File: config.mk
export PLATFORM = sky130hd
export DESIGN_NAME = tdm_demux6
export DESIGN_NICKNAME = d
export VERILOG_FILES = /design/src/rtl/tdm_pkg.sv /design/src/rtl/tdm_slot_ctr.sv /design/src/rtl/tdm_demux6.sv
export SDC_FILE = /design/constraint.sdc
export NUM_CORES = 1
export LEC_CHECK = 0
export ABC_AREA = 0
export BUFFER_PORTS_ARGS = -buffer_cell sky130_fd_sc_hd__buf_2
export CORE_ASPECT_RATIO = 1.2
export CORE_MARGIN = 1
export CORE_UTILIZATION = 40
export DETAILED_ROUTE_END_ITERATION = 8
export SYNTH_ARGS = -nofsm -noshare
export SYNTH_HDL_FRONTEND = slang
export SYNTH_SLANG_ARGS = --single-unit
File: constraint.sdc
create_clock -name clk -period 1.95 [get_ports clk]
set_input_delay 0.0975 -clock clk [delete_from_list [all_inputs] [get_ports clk]]
set_output_delay 0.0975 -clock clk [all_outputs]
set_load 0.03 [all_outputs]
File: src/rtl/tdm_pkg.sv
// Shared definitions for the TDM serializer/deserializer pair: frame geometry,
// controller states and the slot-counter width helper.
package tdm_pkg;

  localparam int CH_DEFAULT = 6;

  typedef enum logic {
    IDLE    = 1'b0,
    COLLECT = 1'b1
  } tdm_state_t;

  // Slot counter width; a 1-bit floor keeps degenerate channel counts legal.
  function automatic int slot_w(input int ch);
    return (ch < 2) ? 1 : $clog2(ch);
  endfunction

endpackage

File: src/rtl/tdm_slot_ctr.sv
// Modulo-CH slot counter with clear and load-to-1, shared by both sides of the
// TDM link. Priority: clear, then load, then increment.
module tdm_slot_ctr
  import tdm_pkg::*;
#(
  parameter int CH = CH_DEFAULT,
  localparam int SW = slot_w(CH)
) (
  input  logic          clk,
  input  logic          rst_n,
  input  logic          clr,
  input  logic          load1,
  input  logic          inc,
  output logic [SW-1:0] slot
);

  // NOTE: non-blocking (<=) for every flop so all registers update from
  // pre-edge values; blocking here would create order-dependent simulation.
  always_ff @(posedge clk or negedge rst_n) begin
    if (!rst_n) begin
      slot <= '0;
    end else if (clr) begin
      slot <= '0;
    end else if (load1) begin
      slot <= SW'(1);
    end else if (inc) begin
      slot <= (slot == SW'(CH - 1)) ? '0 : slot + SW'(1);
    end
  end

endmodule

File: src/rtl/tdm_demux6.sv
// Receive-side TDM demultiplexer: collects CH framed beats into a shadow
// register and publishes the whole frame on dout with a one-cycle strobe.
module tdm_demux6
  import tdm_pkg::*;
#(
  parameter int WIDTH = 1,
  parameter int CH    = CH_DEFAULT,
  parameter int ERRW  = 8
) (
  input  logic                clk,
  input  logic                rst_n,
  input  logic [WIDTH-1:0]    din,
  input  logic                din_valid,
  input  logic                din_sof,
  output logic [CH*WIDTH-1:0] dout,
  output logic                dout_valid,
  output logic                busy,
  output logic                frame_err,
  output logic [ERRW-1:0]     err_cnt
);

  localparam int SW = slot_w(CH);

  tdm_state_t                   state, state_nxt;
  logic       [SW-1:0]          slot;
  logic       [CH-1:0][WIDTH-1:0] shadow;
  logic       [CH*WIDTH-1:0]    frame_merged;
  logic       [SW-1:0]          wr_idx;
  logic                         shadow_we;
  logic                         slot_clr, slot_load1, slot_inc;
  logic                         frame_done, err_evt;

  tdm_slot_ctr #(.CH(CH)) u_slot_ctr (
    .clk   (clk),
    .rst_n (rst_n),
    .clr   (slot_clr),
    .load1 (slot_load1),
    .inc   (slot_inc),
    .slot  (slot)
  );

  // NOTE: every signal driven here gets a default first, so no path through
  // the case leaves one unassigned and no latch is inferred.
  always_comb begin
    state_nxt  = state;
    slot_clr   = 1'b0;
    slot_load1 = 1'b0;
    slot_inc   = 1'b0;
    frame_done = 1'b0;
    err_evt    = 1'b0;
    if (din_valid) begin
      unique case (state)
        IDLE: begin
          if (din_sof) begin
            slot_load1 = 1'b1;
            state_nxt  = COLLECT;
          end else begin
            err_evt = 1'b1;
          end
        end
        COLLECT: begin
          if (din_sof) begin
            // Premature sof restarts the frame on this beat.
            err_evt    = 1'b1;
            slot_load1 = 1'b1;
          end else if (slot == SW'(CH - 1)) begin
            frame_done = 1'b1;
            slot_clr   = 1'b1;
            state_nxt  = IDLE;
          end else begin
            slot_inc = 1'b1;
          end
        end
        default: state_nxt = IDLE;
      endcase
    end
  end

  assign shadow_we    = din_valid && (din_sof || state == COLLECT);
  assign wr_idx       = din_sof ? '0 : slot;
  // The final beat bypasses the shadow so dout updates on the same edge.
  assign frame_merged = {din, shadow[CH-2:0]};
  assign busy         = (state == COLLECT);

  // NOTE: the shadow array is reset because its cleared state is part of the
  // defined reset behaviour, not just for simulation tidiness.
  always_ff @(posedge clk or negedge rst_n) begin
    if (!rst_n) begin
      state  <= IDLE;
      shadow <= '0;
    end else begin
      state <= state_nxt;
      if (shadow_we) shadow[wr_idx] <= din;
    end
  end

  always_ff @(posedge clk or negedge rst_n) begin
    if (!rst_n) begin
      dout       <= '0;
      dout_valid <= 1'b0;
      frame_err  <= 1'b0;
      err_cnt    <= '0;
    end else begin
      dout_valid <= frame_done;
      frame_err  <= err_evt;
      if (frame_done) dout <= frame_merged;
      if (err_evt && err_cnt != {ERRW{1'b1}}) err_cnt <= err_cnt + ERRW'(1);
    end
  end

endmodule

# Yosys cells after proc, flatten, opt, wreduce, memory -nomap -nowiden
# Index checks and enable logic that the tools add are counted.
# classes
addsub,2
n_lt_le_gt_ge,2
n_eq_ne,2
n_mux,23
bitwise,1
reduce_logical,5
# op_table
operator,n
2-to-1 mux 3 bit,5
2-to-1 mux 1 bit,14
adder 8 x 1 -> 8 bit (second input constant),1
!= test 8 bit (second input constant),1
bitwise mux 6 bit,1
< comparator 3 x 4 -> 1 bit (second input constant),1
case mux 1 bit (2 select lines),2
adder 3 x 1 -> 3 bit (second input constant),1
demux 1 bit (select 3 bit),1
equality test 3 bit (second input constant),1
>= comparator 3 x 1 -> 1 bit (second input constant),1
logical AND 1 bit,3
nonzero test 3 bit,1
logical OR 1 bit,1
NOT 1 bit,1
# word_totals
reg_bits,26
in_bits,5
out_inout_bits,17

# Depth between registers and ports, before layout
# Gate-level depths: netlist of run 1.
# logic_depth
word_depth,8
depth_mapped,6
depth_no_buf,6

# Hierarchy
# Synthesis of run 1 repeated with hierarchy kept, for this count alone.
# unflattened
cells_unflattened,100
area_unflattened_um2,1168.6
# by_module_without_submodules
mod,n_inst,cells_per_inst,area_each_um2,seq_area_each_um2
tdm_demux6,1,87,1019.7,550.5
tdm_slot_ctr,1,13,148.9,75.1

# Worst setup path before layout of run 1
# OpenSTA, ideal clock, no wires.
# synth_timing
kind,reg-to-reg
start,register state (netlist: busy)
end,register err_cnt[7]
setup_time_ns,0.079
arrival_time_ns,1.681
t_required_ns,1.871
setup_slack_ns,0.190
path_stages_with_launch,7
n_path_buf,0
period_less_slack_ns,1.760
path_cell_list,dfrtp_1 inv_1 ha_1 and2b_4 nand4_4 nor3_2 mux2i_1
# synth_between
elab_chain_len,4
# synth_rtl
item,line_no,source
from (decl),tdm_demux6.sv:24,"tdm_state_t state, state_nxt;"
from (signal assigned),tdm_demux6.sv:92,state <= state_nxt;
NOT 1 bit,-,
case mux 1 bit (2 select lines) (*),tdm_demux6.sv:52,unique case (state)
2-to-1 mux 1 bit (*),tdm_demux6.sv:51,if (din_valid) begin
via err_evt,tdm_demux6.sv:31,"logic frame_done, err_evt;"
logical AND 1 bit (*),tdm_demux6.sv:107,if (err_evt && err_cnt != {ERRW{1'b1}}) err_cnt <= err_cnt + ERRW'(1);
to (signal assigned),tdm_demux6.sv:107,
to (decl),tdm_demux6.sv:19,output logic [ERRW-1:0] err_cnt
# The timed path passes the listed nets; every way through them passes the cells marked *.
# A chain may end at the register's enable or synchronous reset.

# Final worst setup path of run 1
# Ends and elaborated chain as after synthesis.

==> flow_metrics.py, run 1 <==
metrics = {
    "detailed_routing": {
        "routed_via_density": 4.92,
        "routedWlPerCell_um": 12.7,
        "drtIter0Drc": 5,
        "drc": 0,
        "num_vias": 753,
        "drt_first_pass_iters": 4,
        "drt-total-wl_um": 1950,
        "ant_nets": 0,
    },
    "power_and_ir_drop": {
        "p_leak_uw": 0.000659,
        "power_density_nw_per_um2": 1400,
        "vdd_ir_drop_max_mv": 0.702,
    },
    "place": {
        "gp_congestion": 0.788,
        "placed_area_um2": 1290,
        "port_buffers": 21,
        "dpl.hpwl_um": 1500,
    },
    "worst_setup_path": {
        "slowest_delay_ns": 0.46,
        "cp-end-kind": "register",
        "crit_type": "reg -> reg",
        "path_max_fanout": 7,
        "critPathRequiredTime_ns": 2.19,
        "critPathLaunchType": "register",
        "path_cells": "inv_1 -> ha_1 -> and2b_4 -> nand4_4 -> nor3_2 -> mux2i_1",
        "crit_arrival_ns": 1.90,
        "crit_slowest_cell": "dfrtp_1",
    },
    "yosys": {
        "synth_compound_area_share_pct": 5.54,
        "synth_nets": 102,
        "synth_ff_type": "dfrtp_1",
        "synthAdderAreaFrac_pct": 2.17,
        "async_flop_share_pct": 100,
        "synthXorXnorAreaFrac_pct": 3.04,
        "yosys_register_bits": 25,
        "synth.area.mux_share_pct": 13.5,
        "synth_cell_types": 30,
        "synth_top_family_by_area": "simple AND/OR/NAND/NOR gates",
        "synth_edf_count": 0,
        "syn_area_per_cell_um2": 12.1,
        "yosysWarnings": 0,
        "synth_area_um2": 1150,
        "synthCells": 95,
        "synthSimpleGateAreaFrac_pct": 18.8,
        "synth_seq_area_share_pct": 54.3,
    },
    "global_routing": {
        "grtUsageMet2_pct": 27.4,
        "antenna_found_initial": 0,
        "grt_pass1_vias": 788,
        "grt_overflow": 0,
        "grt_max_degree": 26,
        "groute.usage.overall_pct": 15.8,
        "top_usage_layer": "met2",
        "grtUsageMet1_pct": 19.4,
        "met3_usage_pct": 3.01,
        "grt_pass1_wl_um": 3510,
    },
    "floorplanning": {
        "start_util_pct": 43.8,
        "die_w_um": 51.0,
        "die_height_um": 60.8,
        "ioPinCount": 22,
        "core_area_um2": 2630,
        "rows": 20,
        "die-area_um2": 3100,
    },
    "clock_tree": {
        "cts_buffer_depth": 2,
        "clock_sinks": 25,
        "cts_buffers": 3,
        "cts_setup_buffers": 0,
        "cts_tree": "yes",
        "worstSkewPairLatency_ns": 0.31,
        "cts_hold_buf": 1,
        "htree_levels": 1,
        "clkTransAtPathRegs_ns": 0.13,
        "clockRootBuffer": "clkbuf_4",
        "ctsResizeCount": 0,
    },
    "sta": {
        "slew_violations": 0,
        "setup_tns_ns": 0,
        "fin_skew_ns": 0.00497,
        "setup_viol": 0,
        "fmax_ghz": 0.600,
        "hold_violations": 0,
        "timing.final.crit_share_pct": 85.4,
        "layout_min_cycle_time_ns": 1.67,
        "worst_slew_pin_slew_ns": 0.541,
        "grt_setup_unrepaired": "false",
        "slew_headroom_pct": 63.9,
    },
    "cells_and_area": {
        "stdcell_area_um2": 1330,
        "multi_input_area_um2": 495,
        "seq_area_um2": 626,
        "antenna_cells": 0,
        "nNetsFinal": 128,
        "area_delta_synth_final_pct": 15.3,
        "fill_cells": 253,
        "drive_gt1_share_pct": 38.3,
    },
    "worst_hold_path": {
        "hp-class": "in -> reg",
    },
    "run": {
        "cap_violations": 0,
    },
    "run_status": {
        "status": "finished clean",
    },
}
[cells in the mapped netlist, drive strengths merged (2+ instances only)]
master / n / area (um2)
inv: 6 / 22.5
xor2: 2 / 17.5
mux2: 12 / 135
ha: 2 / 25.0
and3: 4 / 27.5
mux2i: 2 / 20.0
and4: 2 / 17.5
and2b: 2 / 17.5
dfrtp: 25 / 626
o22ai: 2 / 12.5
nor3: 3 / 31.3
a22oi: 2 / 15.0
a21oi: 2 / 10.0
nor2: 6 / 22.5
o21ai: 2 / 10.0
nand2: 11 / 41.3
nand4: 2 / 33.8
xnor2: 2 / 17.5
[cells by family (layout without fill, tap and decap cells)]
family | after synthesis | count (layout)
DFF | 25 | 25
AOI/OAI and AO/OA | 10 | 10
muxes | 14 | 14
buffers and inverters | 7 | 32
xor gates and xnor gates | 4 | 4
adders and majority gates | 2 | 2
and+or+nand+nor | 33 | 33
[layer usage]
metal  vias to the layer above  wire (um)
li1                        381          -
met3                         0         62
met5                         -          0
met1                       362        909
met4                         0          0
met2                        10        978
[worst max-delay path, delay by kind of cell, from the launching register on]
family	cells	cell delay [ns]
flip-flops	1	0.46
buffers and inverters	1	0.06
adder cells (fa/ha/maj)	1	0.26
AND/OR/NAND/NOR	3	0.62
multiplexers	1	0.19
[flip-flops by register name (all words and copies together) (netlist names)]
signal,count
busy,1
frame_err,1
u_slot_ctr.slot,3
err_cnt,8
frame_merged,5
dout_valid,1
dout,6
[cell usage in the layout (no fill, tap or decap), types with 2 or more instances in the layout]
cell type	n
ha_1	2
mux2i_1	2
nor2_1	6
inv_1	5
and3_2	2
a21oi_1	2
xor2_1	2
a22oi_1	2
nand2_1	11
o21ai_0	2
clkbuf_4	3
mux2_2	12
dfrtp_1	25
xnor2_1	2
buf_2	21
and4_1	2
and3_1	2
o22ai_1	2
[cell type report]
cell class / count / area share, %
inverters: 6 / 1.70
clock inverters: 1 / 0.377
repair buffers: 22 / 8.67
flip-flops and latches: 25 / 47.1
well taps: 33 / 3.11
clock buffers: 3 / 1.70
multi-input cells: 63 / 37.3
[final timing paths]
kind                                              from                             end  slack (ns)  cells after the start
setup / recovery                      busy$_DFFE_PN0P_          err_cnt[7]$_DFFE_PN0P_        0.28                      6
hold / removal                                 din_sof  u_slot_ctr.slot[1]$_DFFE_PN0P_        0.05                      2
hold reg to reg            frame_merged[4]$_DFFE_PN0P_             dout[4]$_DFFE_PN0N_        0.52                      1
max in group asynchronous                        rst_n          err_cnt[1]$_DFFE_PN0P_        1.30                      2
setup reg to reg                      busy$_DFFE_PN0P_          err_cnt[7]$_DFFE_PN0P_        0.28                      6
min in group asynchronous                        rst_n  u_slot_ctr.slot[1]$_DFFE_PN0P_        0.29                      2
[power by group]
part           switching [uW]  internal [uW]  total (uW)
clock network             141           76.5         218
logic                     464            290         754
registers                 182            699         881
[metrics by stage]
stage | setup slack [ns] | util [%] | power (uW) | hold slack, ns | cells
floorplan | 0.190 | - | 1430 | -0.198 | 95
global placement | 0.346 | 49.1 | 1630 | 0.120 | 148
detailed placement | 0.287 | 49.1 | 1660 | 0.123 | 148
CTS | 0.261 | 50.5 | 1880 | 0.0309 | 153
global route | 0.142 | 50.5 | 1990 | 0.0394 | 153
finish | 0.285 | 50.5 | 1850 | 0.0526 | 153
Power figures use the tool's default switching activity.
==> inputs of run 2 (changes only) <==
--- a/config.mk
+++ b/config.mk
@@ -11,6 +11,7 @@
 export CORE_MARGIN = 1
 export CORE_UTILIZATION = 40
 export DETAILED_ROUTE_END_ITERATION = 8
+export RECOVER_POWER = 25
 export SYNTH_ARGS = -nofsm -noshare
 export SYNTH_HDL_FRONTEND = slang
 export SYNTH_SLANG_ARGS = --single-unit
==> run 2 against run 1 <==
Cell count did not move. First-iteration DRC count stayed put. Wire length decreased by 0.10%. Sequential cell count is the same. Core utilization about the same. Worst hold slack unchanged. Clock skew stayed put. Total power about the same. Cell area barely moved. Largest power group unchanged.
==> flow_metrics.py, run 2 (synthesized netlist as in run 1, its figures left out) <==
metrics = {
    "detailed_routing": {
        "ant_nets": 0,
        "routedWlPerCell_um": 12.7,
        "drt-total-wl_um": 1950,
        "drc": 0,
        "num_vias": 753,
        "routed_via_density": 4.92,
        "drtIter0Drc": 5,
        "drt_first_pass_iters": 4,
    },
    "worst_setup_path": {
        "worstReg2RegEnd": "err_cnt[7]$_DFFE_PN0P_",
        "r2r-start": "busy$_DFFE_PN0P_",
        "rrSetupSlack_ns": 0.28,
        "crit_type": "reg -> reg",
        "cp-end-kind": "register",
        "rr_worst_depth": 6,
        "critPathRequiredTime_ns": 2.19,
        "critPathLaunchType": "register",
        "path_max_fanout": 7,
        "crit_arrival_ns": 1.90,
    },
    "sta": {
        "hold_violations": 0,
        "layout_min_cycle_time_ns": 1.67,
        "setup_viol": 0,
        "setup_tns_ns": 0,
        "hold_ws_ns": 0.0526,
        "worst_slew_pin_slew_ns": 1.30,
        "fin_skew_ns": 0.00497,
        "fmax_ghz": 0.600,
        "timing.final.crit_share_pct": 85.4,
        "grt_setup_unrepaired": "false",
        "slew_violations": 0,
        "slew_headroom_pct": 13.2,
    },
    "cells_and_area": {
        "mostFrequentLayoutCells": "25 x dfrtp_1, 20 x buf_2, 12 x mux2_2",
        "drive_gt1_share_pct": 37.5,
        "antenna_cells": 0,
        "final_common_cell": "dfrtp_1",
        "nNetsFinal": 128,
        "area_delta_synth_final_pct": 15.2,
        "fill_cells": 252,
        "largest-register": "err_cnt",
        "largest_register_ffs": 8,
    },
    "power_and_ir_drop": {
        "vdd_ir_drop_max_mv": 0.702,
        "p_leak_uw": 0.000656,
        "power_density_nw_per_um2": 1400,
    },
    "global_routing": {
        "grt_pass1_wl_um": 3510,
        "grt_overflow": 0,
        "grt_pass1_vias": 788,
        "groute.usage.overall_pct": 15.8,
        "antenna_found_initial": 0,
        "grt_max_degree": 26,
    },
    "floorplanning": {
        "die_height_um": 60.8,
        "rows": 20,
        "die_w_um": 51.0,
        "core_area_um2": 2630,
        "die-area_um2": 3100,
        "start_util_pct": 43.8,
        "ioPinCount": 22,
    },
    "clock_tree": {
        "clkTransAtPathRegs_ns": 0.13,
        "clock_sinks": 25,
        "clockRootBuffer": "clkbuf_4",
        "cts_buffers": 3,
        "ctsResizeCount": 0,
        "cts_buffer_depth": 2,
        "cts_tree": "yes",
        "worstSkewPairLatency_ns": 0.31,
        "htree_levels": 1,
    },
    "worst_hold_path": {
        "min_from": "din_sof",
        "hold_path_depth": 2,
        "hp-class": "in -> reg",
        "holdPathEnd": "u_slot_ctr.slot[1]$_DFFE_PN0P_",
    },
    "run": {
        "cap_violations": 0,
    },
    "run_status": {
        "status": "finished clean",
    },
    "place": {
        "gp_congestion": 0.788,
        "dpl.hpwl_um": 1500,
        "port_buffers": 21,
    },
}
## run 2: cell count changes in the layout (fill, tap and decap cells not counted), sizes merged
| cell | delta |
|---|---|
| clkbuf | +1 |
| buf | -1 |
## run 2: timing repair
item | in CTS | in global routing
endpoints found under the hold margin | 25 | 0
setup buffers | 0 | 0
hold buffers | 1 | 0
## run 2: area by class of cell
class / instances / area (um2) / area share [%]
Clock buffer: 3 / 22.5 / 1.70
Tap cell: 33 / 41.3 / 3.11
Clock inverter: 1 / 5.00 / 0.377
Sequential cell: 25 / 626 / 47.2
Timing Repair Buffer: 22 / 114 / 8.58
Inverter: 6 / 22.5 / 1.70
Multi-Input combinational cell: 63 / 495 / 37.4
## run 2: how the worst max path moves through the flow
stage	startpoint	endpoint	depth (start not counted)
3_5_place_dp	busy$_DFFE_PN0P_	err_cnt[7]$_DFFE_PN0P_	6
3_3_place_gp	busy$_DFFE_PN0P_	err_cnt[7]$_DFFE_PN0P_	6
2_1_floorplan	busy$_DFFE_PN0P_	err_cnt[7]$_DFFE_PN0P_	6
6_report	busy$_DFFE_PN0P_	err_cnt[7]$_DFFE_PN0P_	6
4_1_cts	busy$_DFFE_PN0P_	err_cnt[7]$_DFFE_PN0P_	6
5_1_grt	busy$_DFFE_PN0P_	err_cnt[5]$_DFFE_PN0P_	6
## run 2: through the flow
step / util [%] / std cells / area (um2) / total power [uW] / worst slack [ns]
after floorplan: - / 95 / 1150 / 1430 / 0.190
after global placement: 49.1 / 148 / 1290 / 1630 / 0.346
after detailed placement: 49.1 / 148 / 1290 / 1660 / 0.287
after CTS: 50.5 / 153 / 1330 / 1880 / 0.261
after global routing: 50.5 / 153 / 1330 / 1990 / 0.142
final: 50.5 / 153 / 1330 / 1850 / 0.285
## run 2: layer usage
layer	global-route usage [%]	share of wire (%)	up-vias	wire length, um
met3	3.01	3.2	0	62
met2	27.4	50	10	978
met4	5.95	0	0	0
met5	0	0	-	0
li1	-	-	381	-
met1	19.4	47	362	907
## run 2: power breakdown
| group | internal (uW) | total, uW | switching [uW] |
|---|---|---|---|
| combinational | 290 | 753 | 464 |
| sequential | 699 | 881 | 182 |
| clock | 76.5 | 218 | 141 |
| total | 1070 | 1850 | 787 |
## run 2: critical path, cell delays in order, from the launching register on
cell     delay [ns]
dfrtp_1        0.46
inv_1          0.06
ha_1           0.26
and2b_4        0.29
nand4_4        0.13
nor3_2         0.20
mux2i_1        0.19
==> inputs of run 3 (changes only) <==
--- a/config.mk
+++ b/config.mk
@@ -7,10 +7,13 @@
 export LEC_CHECK = 0
 export ABC_AREA = 0
 export BUFFER_PORTS_ARGS = -buffer_cell sky130_fd_sc_hd__buf_2
+export CELL_PAD_IN_SITES_DETAIL_PLACEMENT = 1
+export CELL_PAD_IN_SITES_GLOBAL_PLACEMENT = 2
 export CORE_ASPECT_RATIO = 1.2
 export CORE_MARGIN = 1
-export CORE_UTILIZATION = 40
+export CORE_UTILIZATION = 35
 export DETAILED_ROUTE_END_ITERATION = 8
+export PLACE_DENSITY_LB_ADDON = 0.1
 export RECOVER_POWER = 25
 export SYNTH_ARGS = -nofsm -noshare
 export SYNTH_HDL_FRONTEND = slang
==> run 3 against run 2 <==
Via count grew 4.2%. Combinational power shrank 0.5%. Clock skew shrank 0.0022 ns. Worst hold slack lost 0.021 ns. Cell area grew 0.47%.
==> flow_metrics.py, run 3 (synthesized netlist as in run 1, its figures left out) <==
metrics = {
    "floorplanning": {
        "rows": 22,
        "die-area_um2": 3520,
        "core_area_um2": 3080,
        "die_w_um": 54.4,
        "ioPinCount": 22,
        "start_util_pct": 37.3,
        "die_height_um": 64.8,
    },
    "run_status": {
        "status": "finished clean",
    },
    "worst_setup_path": {
        "crit_type": "reg -> reg",
        "cp_num_buf_inv": 1,
        "path_max_fanout": 7,
        "cp-end-kind": "register",
        "critPathRequiredTime_ns": 2.20,
        "slowest_delay_ns": 0.48,
        "startpoint": "busy$_DFFE_PN0P_",
        "r2r-start": "busy$_DFFE_PN0P_",
        "rrSetupSlack_ns": 0.28,
        "crit_arrival_ns": 1.93,
        "crit_slowest_cell": "dfrtp_1",
        "path_cells": "inv_1 -> ha_1 -> and2b_4 -> nand4_4 -> nor3_2 -> mux2i_1",
        "critical-path-top-delay-family": "simple AND/OR/NAND/NOR gates",
        "critPathLaunchType": "register",
    },
    "power_and_ir_drop": {
        "power_density_nw_per_um2": 1400,
        "p_leak_uw": 0.000652,
        "total_power_uw": 1870,
        "vdd_ir_drop_max_mv": 0.571,
    },
    "clock_tree": {
        "ctsResizeCount": 0,
        "cts_hold_buf": 1,
        "htree_levels": 1,
        "clock_sinks": 25,
        "worstSkewPairLatency_ns": 0.31,
        "cts_setup_buffers": 0,
        "cts_buffers": 3,
        "cts_buffer_depth": 2,
        "cts_tree": "yes",
        "clockRootBuffer": "clkbuf_4",
        "clkTransAtPathRegs_ns": 0.14,
    },
    "global_routing": {
        "groute.usage.overall_pct": 14.9,
        "grt_overflow": 0,
        "grt_pass1_vias": 868,
        "grt_pass1_wl_um": 3800,
        "grt_max_degree": 26,
        "antenna_found_initial": 0,
    },
    "sta": {
        "slew_headroom_pct": 11.7,
        "hold_violations": 0,
        "setup_slack_ns": 0.276,
        "worst_slew_pin_slew_ns": 1.33,
        "setup_tns_ns": 0,
        "grt_setup_unrepaired": "false",
        "setup_viol": 0,
        "timing.final.crit_share_pct": 85.9,
        "fin_skew_ns": 0.00279,
        "layout_min_cycle_time_ns": 1.67,
        "fmax_ghz": 0.597,
        "slew_violations": 0,
    },
    "detailed_routing": {
        "routed_via_density": 5.03,
        "ant_nets": 0,
        "num_vias": 785,
        "drt-total-wl_um": 2120,
        "drc": 0,
        "drt_first_pass_iters": 4,
        "drtIter0Drc": 8,
        "routedWlPerCell_um": 13.6,
    },
    "cells_and_area": {
        "drive_gt1_share_pct": 37.5,
        "largest_register_ffs": 8,
        "nNetsFinal": 128,
        "mostFrequentLayoutCells": "25 x dfrtp_1, 20 x buf_2, 12 x mux2_2",
        "antenna_cells": 0,
        "final_common_cell": "dfrtp_1",
        "area_delta_synth_final_pct": 15.8,
        "instances_no_fill": 156,
        "largest-register": "err_cnt",
        "fill_cells": 361,
    },
    "place": {
        "dp_cells": 151,
        "dpl.hpwl_um": 1650,
        "port_buffers": 21,
        "pre_cts_slack_ns": 0.280,
        "gp_congestion": 0.792,
    },
    "run": {
        "cap_violations": 0,
    },
    "worst_hold_path": {
        "min_from": "din_sof",
        "hp-class": "in -> reg",
    },
}
==> run 3: cell count changes in the layout (fill, tap and decap cells not counted), sizes merged <==
cell	change
clkinv	-1
clkinvlp	+1
==> run 3: routing by layer <==
metal / up-vias / global-route usage, % / share of wire (%)
li1: 382 / - / -
met1: 384 / 18.3 / 42
met2: 17 / 25.3 / 54
met3: 2 / 2.11 / 3.4
met4: 0 / 5.77 / 0.61
met5: - / 0 / 0
==> run 3: where the power goes <==
group / internal (uW) / leakage [uW] / switching, uW
clock network: 78.2 / 0.0000139 / 155
registers: 699 / 0.000311 / 186
logic: 289 / 0.000327 / 459
total: 1070 / 0.000652 / 801
==> run 3: area by class of cell <==
class	count	area, um2	area share [%]
Clock buffer	3	22.5	1.69
Clock inverter	1	7.51	0.563
Inverter	6	22.5	1.69
Multi-Input combinational cell	63	495	37.2
Sequential cell	25	626	46.9
Tap cell	36	45.0	3.38
Timing Repair Buffer	22	114	8.54
==> run 3: through the flow <==
step	area, um2	hold slack, ns	util (%)
after floorplan	1150	-0.198	-
after global placement	1290	0.125	42.0
after detailed placement	1290	0.128	42.0
after CTS	1330	0.0165	43.3
after global routing	1330	0.0337	43.2
final	1330	0.0311	43.2
==> run 3: final timing paths <==
| path | end | cells after the start |
|---|---|---|
| max | err_cnt[7]$_DFFE_PN0P_ | 6 |
| min | u_slot_ctr.slot[2]$_DFFE_PN0P_ | 2 |
| max reg2reg | err_cnt[7]$_DFFE_PN0P_ | 6 |
| min reg2reg | dout[3]$_DFFE_PN0N_ | 1 |
| max in group asynchronous | dout[1]$_DFFE_PN0N_ | 2 |
| min in group asynchronous | u_slot_ctr.slot[2]$_DFFE_PN0P_ | 2 |
